**config.mk**
```make
export PLATFORM = sky130hd
export DESIGN_NAME = fetch_pc_stage
export DESIGN_NICKNAME = d
export VERILOG_FILES = /design/src/rtl/fetch_pc_stage.sv
export SDC_FILE = /design/constraint.sdc
export NUM_CORES = 1
export LEC_CHECK = 0
export BUFFER_PORTS_ARGS = -buffer_cell sky130_fd_sc_hd__buf_2
export CAP_MARGIN = 20
export CORE_ASPECT_RATIO = 0.9
export CORE_UTILIZATION = 30
export DETAILED_ROUTE_END_ITERATION = 16
export PLACE_DENSITY_LB_ADDON = 0.08
export RECOVER_POWER = 25
export SETUP_SLACK_MARGIN = 0.05
export SLEW_MARGIN = 10
export SYNTH_ARGS = -nofsm -noshare
export SYNTH_HDL_FRONTEND = slang
export SYNTH_SLANG_ARGS = --single-unit
```
**constraint.sdc**
```tcl
create_clock -name clk -period 3.1 [get_ports clk]
set_input_delay 0.62 -clock clk [delete_from_list [all_inputs] [get_ports clk]]
set_output_delay 0.62 -clock clk [all_outputs]
set_load 0.05 [all_outputs]
```
**src/rtl/fetch_pc_stage.sv**
```systemverilog
// IF-stage program counter, IF/ID pipeline register and instruction-memory handshake.
// Handles branch redirect (leap), hazard stall with a one-entry skid buffer, and redirect-while-busy drain.
module fetch_pc_stage #(
    parameter logic [31:0] RESET_PC = 32'h0000_0000
) (
    input  logic        clk,
    input  logic        rst_n,
    input  logic        leap,
    input  logic [31:0] leap_target,
    input  logic        stall,
    output logic        imem_req,
    output logic [31:0] imem_addr,
    input  logic        imem_ack,
    input  logic [31:0] imem_data,
    output logic [31:0] ifid_instr,
    output logic [31:0] ifid_pc4,
    output logic        ifid_valid
);

    // state | meaning
    // FETCH | request outstanding at pc, ack advances IF/ID
    // HOLD  | stalled with a returned word parked in the skid buffer, no request
    // DRAIN | leap arrived mid-request; wait for the stale ack, then jump to redir_pc
    typedef enum logic [1:0] {
        S_FETCH = 2'd0,
        S_HOLD  = 2'd1,
        S_DRAIN = 2'd2
    } state_t;

    state_t      r_state, w_state_nxt;
    logic [31:0] r_pc, w_pc_nxt;
    logic [31:0] r_skid, w_skid_nxt;
    logic [31:0] r_redir_pc, w_redir_nxt;
    logic [31:0] r_instr, w_instr_nxt;
    logic [31:0] r_pc4, w_pc4_nxt;
    logic        r_valid, w_valid_nxt;
    logic [31:0] w_pc_plus4;
    logic [31:0] w_target;

    // Bus bit numbering [0:31] is MSB-first, so its bits 30:31 are the two LSBs here.
    assign w_target   = leap_target & 32'hFFFF_FFFC;
    assign w_pc_plus4 = r_pc + 32'd4;

    always_ff @(posedge clk or negedge rst_n) begin
        if (!rst_n) begin
            r_state <= S_FETCH;
        end else begin
            r_state <= w_state_nxt;
        end
    end

    always_comb begin
        w_state_nxt = r_state;
        w_pc_nxt    = r_pc;
        w_skid_nxt  = r_skid;
        w_redir_nxt = r_redir_pc;
        w_instr_nxt = r_instr;
        w_pc4_nxt   = r_pc4;
        w_valid_nxt = r_valid;
        case (r_state)
            S_FETCH: begin
                if (leap) begin
                    w_valid_nxt = 1'b0;
                    if (imem_ack) begin
                        w_pc_nxt = w_target;
                    end else begin
                        w_redir_nxt = w_target;
                        w_state_nxt = S_DRAIN;
                    end
                end else if (stall) begin
                    if (imem_ack) begin
                        w_skid_nxt  = imem_data;
                        w_state_nxt = S_HOLD;
                    end
                end else if (imem_ack) begin
                    w_instr_nxt = imem_data;
                    w_pc4_nxt   = w_pc_plus4;
                    w_valid_nxt = 1'b1;
                    w_pc_nxt    = w_pc_plus4;
                end else begin
                    w_valid_nxt = 1'b0;
                end
            end
            S_HOLD: begin
                if (leap) begin
                    w_pc_nxt    = w_target;
                    w_valid_nxt = 1'b0;
                    w_state_nxt = S_FETCH;
                end else if (!stall) begin
                    w_instr_nxt = r_skid;
                    w_pc4_nxt   = w_pc_plus4;
                    w_valid_nxt = 1'b1;
                    w_pc_nxt    = w_pc_plus4;
                    w_state_nxt = S_FETCH;
                end
            end
            S_DRAIN: begin
                w_valid_nxt = 1'b0;
                if (imem_ack) begin
                    // A leap coinciding with the stale ack is newer than redir_pc.
                    w_pc_nxt    = leap ? w_target : r_redir_pc;
                    w_state_nxt = S_FETCH;
                end else if (leap) begin
                    w_redir_nxt = w_target;
                end
            end
            default: begin
                w_state_nxt = S_FETCH;
            end
        endcase
    end

    always_ff @(posedge clk or negedge rst_n) begin
        if (!rst_n) begin
            r_pc       <= RESET_PC;
            r_skid     <= 32'h0;
            r_redir_pc <= 32'h0;
            r_instr    <= 32'h0;
            r_pc4      <= 32'h0;
            r_valid    <= 1'b0;
        end else begin
            r_pc       <= w_pc_nxt;
            r_skid     <= w_skid_nxt;
            r_redir_pc <= w_redir_nxt;
            r_instr    <= w_instr_nxt;
            r_pc4      <= w_pc4_nxt;
            r_valid    <= w_valid_nxt;
        end
    end

    assign imem_req   = (r_state != S_HOLD);
    assign imem_addr  = r_pc;
    assign ifid_instr = r_instr;
    assign ifid_pc4   = r_pc4;
    assign ifid_valid = r_valid;

endmodule
```
==> out/metrics.sh <==
WORST_R2R_ENDPOINT='imem_addr[30]'
CTS-ROOT-TO-SINK-BUFFERS=2
GRT_PASS1_VIAS=6256
VIA_COUNT_OF_THE_ROUTED_DESIGN=6133
RR_STARTPOINT='r_state[0]'
PEAK_SUPPLY_DROP_uV=444
FLOORPLAN.IO_PINS=167
OVERFLOW=0
FMAXACHIEVABLE_MHz=404
ANTENNA_FOUND_INITIAL=1
HOLD_DEPTH=2
CTS_NUM_SINKS=163
DESIGN.DIE.AREA_SQ_MM=0.0263
VIAS_PER_INSTANCE=4.98
TIMING_WORST_SETUP_PATH_TYPE='reg2reg'
FINALHOLDWORSTSLACK_NS=0.439
WL_PER_CELL_UM=17.9
FINISH.UTILIZATION_PCT=38.0
PLACE.DETAILED.HPWL_UM=15700
PORT-BUFFER-COUNT=164
POST-CTS-SETUP-BUFFER-COUNT=0
NETS=950
ROUTE.DETAILED.DRC=0
SYNTH_COMPOUND_GATE_AREA_SHARE_PCT=14.5
HTREEDEPTH=4
YOSYSUNIQUECELLTYPES=51
YS.WARNINGS.COUNT=0
PIN_COUNT_OF_THE_BIGGEST_NET_ENTERING_GLOBAL_ROUTING=73
SLACK_OF_THE_WORST_REG_TO_REG_PATH_NS=0.63
TRACK_USAGE_PCT=17.3
DIE_H_UM=154
POST_CTS_RESIZE_COUNT=0
HOLD_PATH.CLASS='in2reg'
REQUIRED_NS=3.40
NUMCTSBUFFERS=17
DRT_PRE_ANTENNA_ITERS=5
GRT_FIRST_PASS_WIRELENGTH_UM=35000
REPORT.FINAL.HOLD_VIOL_COUNT=0
FINAL.SETUP_SKEW_NS=0.0150
CLKSLEWWORSTSETUPHOLDPATHS_NS=0.07
CP-END-KIND='register'
FAILED_CHECKS='max-capacitance violations, max-slew violations'
ASYNCSETRESETFLOPFRACSYNTH_PCT=100
DRV_SLEW=59
POSTSYNTH.TOPFLOPCELL='sky130_fd_sc_hd__dfrtp_1'
LAYOUT-DRIVE-GT1-SHARE_PCT=32.6
TIMING.HOLD.WORST_ENDPOINT='r_skid[6]'
TRITONCTS='built'
PWR_DENSITY_CELL_mW_PER_MM2=1210
NUM-FILL-CELLS=2542
MULTIPLEXER_FRACTION_OF_THE_SYNTHESIZED_CELL_AREA_PCT=14.1
SYNTH_EDF_COUNT=0
CRIT_PATH_MAX_FANOUT=16
TIGHTESTPINTRANSITION_NS=1.63
TIMING.FINAL.SETUP_VIOLATIONS=0
POSTSYNTHCELLCOUNT=728
POST_SYNTHESIS_SEQUENTIAL_AREA_RATIO_PCT=53.0
CLOCK_TREE_ROOT_BUFFER_CELL='sky130_fd_sc_hd__clkbuf_16'
POST_SYNTH_AND_OR_NAND_NOR_AREA_FRACTION_PCT=11.1
HOLDBUFCOUNTCTS=0
START_UTIL_PCT=30.6
RUN_STATUS='finished with violations'
SYN_AREA_PER_CELL_SQ_UM=10.6
SYNTH-ADDER-AREA-SHARE_PCT=0.650
POST_SYNTH_XOR_AREA_FRACTION_PCT=3.07
RSZ0062_AT_GRT='false'
WORSTSKEWPAIRLATENCY_NS=0.43
SYNTH_TOP_FAMILY_BY_AREA='compound AO/OA/AOI/OAI gates'
SETUP.WORST_PATH.START_CLASS='register'
GP_ROUTABILITY_CONGESTION=0.777
PLACED_CELLS_INCL_TAPS=1200
FP.COREAREA_SQ_MM=0.0252
CORE.ROWCOUNT=55
MAXSLEWHEADROOM_PCT=-8.73
DIE_X_UM=171
MAX_CAP_VIOL_COUNT=1
WORST_R2R_PATH_DEPTH=7
DIODES=0
DRT_ITER0_MARKERS=353
CRITPATHARRIVALTIME_NS=2.77
FINISH.CELL_COUNT_WITHOUT_FILLERS=1232
NETLIST_AREA_SQ_MM=0.00770
P_LEAK_uW=0.00427
MIN-DELAY-START='imem_data[6]'
POSTSYNTHNETCOUNT=801
ROUTE.ANTENNA.REMAINING_NETS=0
LAYOUT_WORST_PATH_CYCLE_SHARE_PCT=79.8
FINALSETUPTNS_NS=0
SYNTH_SEQ_CELLS=163
FINALWORSTPATHREQUIREDPERIOD_NS=2.47
OVERALL_POWER_CONSUMPTION_uW=11600
DRT-TOTAL-WL_UM=22100
FLOW.AREA_GROWTH_FROM_SYNTHESIS_PCT=24.3
## cell usage in the layout (no fill, tap or decap), types with 3 or more instances in the layout
master                       synthesis  layout
sky130_fd_sc_hd__a21oi_1            25      25
sky130_fd_sc_hd__a221oi_1            3       3
sky130_fd_sc_hd__a222oi_1            6       6
sky130_fd_sc_hd__a22o_1              3       3
sky130_fd_sc_hd__a22oi_1            12      12
sky130_fd_sc_hd__a31oi_1             4       4
sky130_fd_sc_hd__and2_1              3       3
sky130_fd_sc_hd__and3_1              5       5
sky130_fd_sc_hd__buf_12              0       3
sky130_fd_sc_hd__buf_2               3     163
sky130_fd_sc_hd__buf_4               2      15
sky130_fd_sc_hd__bufinv_16           0       4
sky130_fd_sc_hd__clkbuf_16           0      17
sky130_fd_sc_hd__clkinvlp_4          0       3
sky130_fd_sc_hd__dfrtp_1           163     163
sky130_fd_sc_hd__ha_1                4       3
sky130_fd_sc_hd__inv_1              17      17
sky130_fd_sc_hd__inv_6               0       4
sky130_fd_sc_hd__mux2_2             65      65
sky130_fd_sc_hd__mux2i_1            35      35
sky130_fd_sc_hd__nand2_1            90      90
sky130_fd_sc_hd__nand2b_1            4       4
sky130_fd_sc_hd__nand3_1            13      13
sky130_fd_sc_hd__nand4_1            11      11
sky130_fd_sc_hd__nor2_1             26      26
sky130_fd_sc_hd__nor3_1              8       8
sky130_fd_sc_hd__nor4_1              7       7
sky130_fd_sc_hd__o21ai_0            87      87
sky130_fd_sc_hd__o22ai_1            13      13
sky130_fd_sc_hd__o2bb2ai_1           6       6
sky130_fd_sc_hd__o31a_1             12      12
sky130_fd_sc_hd__or2_2               3       3
sky130_fd_sc_hd__xnor2_1            23      23
sky130_fd_sc_hd__xor2_1              4       4
## Yosys cell counts (11+ instances only)
library cell	count	area share, %
sky130_fd_sc_hd__dfrtp_1	163	53
sky130_fd_sc_hd__mux2i_1	35	4.6
sky130_fd_sc_hd__inv_1	17	0.83
sky130_fd_sc_hd__a21oi_1	25	1.6
sky130_fd_sc_hd__o31a_1	12	1.4
sky130_fd_sc_hd__mux2_2	65	9.5
sky130_fd_sc_hd__xnor2_1	23	2.6
sky130_fd_sc_hd__clkbuf_1	44	2.1
sky130_fd_sc_hd__a22oi_1	12	1.2
sky130_fd_sc_hd__nand2_1	90	4.4
sky130_fd_sc_hd__nand4_1	11	0.89
sky130_fd_sc_hd__o22ai_1	13	1.1
sky130_fd_sc_hd__nand3_1	13	0.85
sky130_fd_sc_hd__nor2_1	26	1.3
sky130_fd_sc_hd__o21ai_0	87	5.7
## cells by family after synthesis
family / after synthesis
AO/OA/AOI/OAI: 182
XOR/XNOR: 27
adder cells (fa/ha/maj): 4
buffers and inverters: 71
flip-flops: 163
multiplexers: 100
AND/OR/NAND/NOR: 181
## where the power goes
group	internal [uW]	leakage, uW	switching, uW
sequential	3120	0.00201	744
combinational	1620	0.00196	3810
clock	1360	0.000298	923
## per-stage QoR
| step | setup WS, ns | instance area (sq um) |
|---|---|---|
| after floorplan | 0.655 | 7700 |
| after global placement | 0.709 | 8950 |
| after detailed placement | 0.625 | 8950 |
| after CTS | 0.617 | 9580 |
| after global routing | 0.443 | 9570 |
| final | 0.627 | 9570 |
## worst max-delay path by stage
stage / start / endpoint / slack (ns) / depth (start not counted)
floorplan: imem_addr[12] / imem_addr[21] / 0.66 / 6
global placement: r_state[0] / imem_addr[30] / 0.71 / 7
detailed placement: r_state[0] / imem_addr[30] / 0.63 / 7
CTS: r_state[1] / imem_addr[30] / 0.62 / 7
global route: r_state[0] / ifid_instr[30] / 0.44 / 7
finish: r_state[0] / imem_addr[30] / 0.63 / 7
## worst max-delay path, stage by stage, from the launching register on
cell and delay [ns]:
sky130_fd_sc_hd__dfrtp_1 0.45, sky130_fd_sc_hd__inv_1 0.12, sky130_fd_sc_hd__ha_1 0.41, sky130_fd_sc_hd__nor2_1 0.17
sky130_fd_sc_hd__o221ai_4 0.46, sky130_fd_sc_hd__buf_4 0.33, sky130_fd_sc_hd__nor4_1 0.07, sky130_fd_sc_hd__or3_1 0.35
## registers in the layout, indices dropped and copies added (netlist names)
signal,count
r_state,2
r_redir_pc,32
ifid_valid,1
ifid_instr,32
r_skid,32
ifid_pc4,32
imem_addr,32
## routing by layer
layer | GRT usage [%] | part of all wire (%)
met5 | 0 | 0.054
met4 | 3.36 | 0.69
met3 | 4.22 | 5.0
met2 | 27.6 | 47
met1 | 23.8 | 47
## layout make-up
cell class / count / area (sq um) / area share (%)
clock buffer: 18 / 429 / 4.48
tap: 342 / 428 / 4.47
inverter: 18 / 67.6 / 0.706
timing repair buffer: 183 / 997 / 10.4
multi-input combinational: 494 / 3370 / 35.2
clock inverter: 14 / 200 / 2.09
sequential: 163 / 4080 / 42.6
(Power assumes the default switching activity.)
